### src/rtl/lift_call_scheduler.sv
// lift_call_scheduler: FIFO of floor calls dispatched one at a time to a lift controller,
// with duplicate merging, range/overflow rejection and a dwell period after each arrival.
module lift_call_scheduler #(
    parameter int DEPTH        = 8,
    parameter int MAX_FLOOR    = 63,
    parameter int DWELL_CYCLES = 4
) (
    input  logic                     clk,
    input  logic                     reset,
    input  logic                     call_valid,
    input  logic [6:0]               call_floor,
    input  logic [6:0]               cur_floor,
    input  logic                     stop,
    output logic [6:0]               req_floor,
    output logic                     busy,
    output logic                     arrive,
    output logic                     call_drop,
    output logic [$clog2(DEPTH):0]   pending
);
    localparam int AW = $clog2(DEPTH);
    localparam int CW = $clog2(DWELL_CYCLES + 1);
    typedef enum logic [1:0] {IDLE, DISPATCH, TRAVEL, DWELL} state_t;
    state_t          state;
    logic [6:0]      mem [DEPTH];
    logic [DEPTH-1:0] vld, vld_n;
    logic [AW-1:0]   rd_ptr, wr_ptr;
    logic [CW-1:0]   dwell_cnt;
    logic            in_range, dup, full, push, pop, drop;
    assign in_range = call_floor <= 7'(MAX_FLOOR);
    assign full     = pending == (AW+1)'(DEPTH);
    assign pop      = state == DISPATCH;
    assign push     = call_valid && in_range && !dup && !full;
    assign drop     = call_valid && (!in_range || (!dup && full));
    // only occupied slots take part in the duplicate check, so stale storage never merges
    always_comb begin
        dup = (state == TRAVEL || state == DWELL) && req_floor == call_floor;
        for (int i = 0; i < DEPTH; i++)
            if (vld[i] && mem[i] == call_floor) dup = 1'b1;
    end
    always_comb begin
        vld_n = vld;
        if (pop) vld_n[rd_ptr] = 1'b0;
        if (push) vld_n[wr_ptr] = 1'b1;
    end
    always_ff @(posedge clk) begin
        if (!reset) begin
            state     <= IDLE;
            req_floor <= '0;
            busy      <= 1'b0;
            arrive    <= 1'b0;
            call_drop <= 1'b0;
            pending   <= '0;
            rd_ptr    <= '0;
            wr_ptr    <= '0;
            dwell_cnt <= '0;
            vld       <= '0;
        end else begin
            call_drop <= drop;
            arrive    <= 1'b0;
            vld       <= vld_n;
            pending   <= pending + (AW+1)'(push) - (AW+1)'(pop);
            if (push) begin
                mem[wr_ptr] <= call_floor;
                wr_ptr      <= wr_ptr + 1'b1;
            end
            if (pop) begin
                req_floor <= mem[rd_ptr];
                rd_ptr    <= rd_ptr + 1'b1;
            end
            case (state)
                IDLE: if (pending != 0) begin
                    state <= DISPATCH;
                    busy  <= 1'b1;
                end
                DISPATCH: state <= TRAVEL;
                TRAVEL: if (stop && cur_floor == req_floor) begin
                    state     <= DWELL;
                    arrive    <= 1'b1;
                    dwell_cnt <= '0;
                end
                DWELL: if (dwell_cnt == CW'(DWELL_CYCLES - 1)) begin
                    state <= IDLE;
                    busy  <= 1'b0;
                end else begin
                    dwell_cnt <= dwell_cnt + 1'b1;
                end
                default: state <= IDLE;
            endcase
        end
    end
endmodule

### config.mk
export PLATFORM = sky130hd
export DESIGN_NAME = lift_call_scheduler
export DESIGN_NICKNAME = d
export VERILOG_FILES = /design/src/rtl/lift_call_scheduler.sv
export SDC_FILE = /design/constraint.sdc
export NUM_CORES = 1
export LEC_CHECK = 0
export BUFFER_PORTS_ARGS = -buffer_cell sky130_fd_sc_hd__buf_2
export CAP_MARGIN = 25
export CORE_MARGIN = 4
export CORE_UTILIZATION = 60
export DETAILED_ROUTE_END_ITERATION = 10
export GPL_ROUTABILITY_DRIVEN = 0
export HOLD_SLACK_MARGIN = 0.12
export PLACE_DENSITY_LB_ADDON = 0.2
export SLEW_MARGIN = 30
export SYNTH_ARGS = -nofsm -noshare
export SYNTH_HDL_FRONTEND = slang
export SYNTH_SLANG_ARGS = --single-unit
### constraint.sdc
create_clock -name clk -period 3.4 [get_ports clk]
set_input_delay 0.17 -clock clk [delete_from_list [all_inputs] [get_ports clk]]
set_output_delay 0.17 -clock clk [all_outputs]
set_load 0.005 [all_outputs]
==> results.toml <==
[drt]
drc = 0
postRouteAntennaNets = 0
drt_pre_antenna_iters = 5
num_vias = 2894
drt_wl_total_um = 9320
first_iter_violations = 140
wl_per_cell_um = 18.5
vias_per_cell = 5.75

[timing]
tightest_slew_ps = 972
holdWs_ps = 137
finalMaxSlewViolations = 0
setup_viol = 0
hold_viol = 0
timing.final.crit_share = 0.911
rsz0062_at_grt = "false"
fin_crit_ps = 3100
setup_tns_ps = 0
relSlewSlack = 0.351
fmax_mhz = 323
skew_ps = 8.82

[synth]
syn_area_mm2 = 0.00456
yosysSeqAreaShare = 0.514
synth_common_cells = "69 x xnor2_1, 56 x edfxtp_1, 33 x dfxtp_1"
ys.flop_type = "edfxtp_1"
yosys_warnings = 0
synth-edff-count = 56
synth-simple-area-share = 0.110
synth_cell_types = 45
syn-num-nets = 400
synth_xor_area_frac = 0.140
synth.area.mux_share = 0.0934
yosysTopAreaCell = "edfxtp_1"
synth_top_area_share = 0.369
synthMostInstantiatedCell = "xnor2_1"
synth_seq_cells = 89
synth_area_leaders = "edfxtp_1 37%, dfxtp_1 14%, xnor2_1 13%"
synthAdderAreaFrac = 0.0428
synth-compound-area-share = 0.0610
synth-async-reset-ratio = 0
synth_cells = 367
avgSynthCellArea_um2 = 12.4
synth_top_family_by_area = "XOR/XNOR gates"

[die]
num_rows = 31
core_area_mm2 = 0.00733
die_h_um = 95.2
dieWidth_um = 95.2
io_pins = 32
die_area_mm2 = 0.00905
start_util = 0.622

[final_layout]
postLayoutCoreUtil = 0.683
area_growth_pct = 9.80
fin_nets = 432
layout-drive-gt1-share = 0.196
n_antenna_cell = 0
fillCellCount = 544
instances_no_fill = 503

[placement]
dp.final_hpwl_um = 6760
dp.cells = 485
io_buffers = 31

[clocking]
tritoncts = "yes"
cts_htree_levels = 3
hold_buffers = 2
ctsResizeCount = 0
path_clk_slew_ps = 90
clock_sinks = 89
cts_root_buf = "clkbuf_8"
clock_latency_ps = 350
clock_path_buffers = 2
cts_buffers = 9
cts_setup_buffers = 0

[critical_path]
critPathArrivalTime_ps = 3350
crit_type = "register to register"
required_ps = 3650
ff2ff_path_depth = 14
worst_setup_path_start_kind = "register"
critPathMaxFanout = 17
endpoint_kind = "register"

[global_routing]
grt_pass1_vias = 2952
gr-usage-all-layers = 0.225
grt_pass1_wl_um = 15000
gr-total-overflow = 0
antenna_found_initial = 0
grt_start_max_net_pins = 22

[min_path]
hold_path.class = "input port to register"
worstHoldPathCells = 4

[power]
leakage_uw = 0.00165
ir_drop_mv = 0.280
total_power_uw = 2820
power_density_mw_per_mm2 = 564

[run_status]
run_status = "finished clean"

[job]
max_cap_violations = 0
cells by family (layout without fill, tap and decap cells):
| kind of cell | count (synthesis) | count (layout) |
|---|---|---|
| AOI/OAI and AO/OA | 39 | 39 |
| buffers and inverters | 33 | 70 |
| xor gates and xnor gates | 73 | 73 |
| muxes | 25 | 25 |
| and+or+nand+nor | 93 | 93 |
| adders and majority gates | 15 | 15 |
| DFF | 89 | 89 |
per-layer routing:
layer,part of all wire,up-vias,global-route usage
met4,0.022,0,0.0889
met1,0.43,1386,0.302
met3,0.062,17,0.0442
met2,0.48,94,0.359
li1,-,1397,-
met5,0,-,0
worst max-delay path, stage by stage (launching register included):
cell and delay [ps]:
dfxtp_1 380, inv_1 90, ha_1 260, o21ai_0 210, nor4_1 80, nor4_2 420
and3_4 300, inv_4 100, ha_1 280, inv_1 50, ha_1 160, inv_1 60
fa_1 380, xor2_1 170, nor2_1 50
path summary, 6_finish.rpt:
kind | to | slack (ps) | startpoint
setup / recovery | pending[2]$_SDFF_PN0_ | 300 | state[0]$_SDFFE_PN0P_
hold / removal | arrive$_SDFF_PN0_ | 140 | cur_floor[3]
setup reg to reg | pending[2]$_SDFF_PN0_ | 300 | state[0]$_SDFFE_PN0P_
hold reg to reg | dwell_cnt[2]$_SDFFE_PN0P_ | 460 | dwell_cnt[2]$_SDFFE_PN0P_
placed cells by master, fill, tap and decap left out, types with 2 or more instances in the layout:
cell type / netlist / final
inv_1: 11 / 11
edfxtp_1: 56 / 56
nand3_1: 2 / 2
clkinv_2: 0 / 3
nand2b_1: 5 / 5
a21oi_1: 8 / 8
o21ai_2: 2 / 2
ha_1: 14 / 14
xnor2_1: 69 / 69
nor2_1: 26 / 26
or3_1: 2 / 2
dlygate4sd3_1: 0 / 2
o211ai_1: 7 / 7
nor3_2: 3 / 3
nand2_1: 18 / 18
o311ai_0: 2 / 2
xor2_1: 4 / 4
o21ai_0: 3 / 3
buf_2: 1 / 31
mux2i_1: 11 / 11
nor4_1: 2 / 2
clkbuf_8: 0 / 9
nand4b_1: 2 / 2
o31ai_1: 5 / 5
buf_4: 6 / 8
a31oi_1: 2 / 2
nor3_1: 4 / 4
mux4_2: 14 / 14
bufinv_16: 0 / 2
a211oi_1: 7 / 7
dfxtp_1: 33 / 33
nand4_1: 22 / 22
sequential cells by signal, indices dropped and copies added (netlist names):
register	cells
vld	8
arrive	1
busy	1
pending	4
rd_ptr	3
mem	56
state	2
req_floor	7
call_drop	1
dwell_cnt	3
wr_ptr	3
power by group:
part           internal [µW]  total (µW)  switching [µW]
sequential              1230        1350             114
combinational            334         697             363
clock                    411         776             366
area by class of cell:
class / instances / area, µm² / area share
clock inverters: 6 / 82.6 / 0.0165
well taps: 99 / 124 / 0.0248
repair buffers: 41 / 235 / 0.0470
multi-input cells: 245 / 2040 / 0.408
flip-flops and latches: 89 / 2340 / 0.468
clock buffers: 10 / 128 / 0.0255
inverters: 13 / 51.3 / 0.0103
metrics by stage:
stage / instance area [µm²] / worst slack (ps)
final: 5000 / 302
after floorplan: 4560 / 594
after global routing: 5000 / 40.9
after CTS: 5000 / 321
after detailed placement: 4770 / 352
after global placement: 4770 / 468
Power figures use the tool's default switching activity.
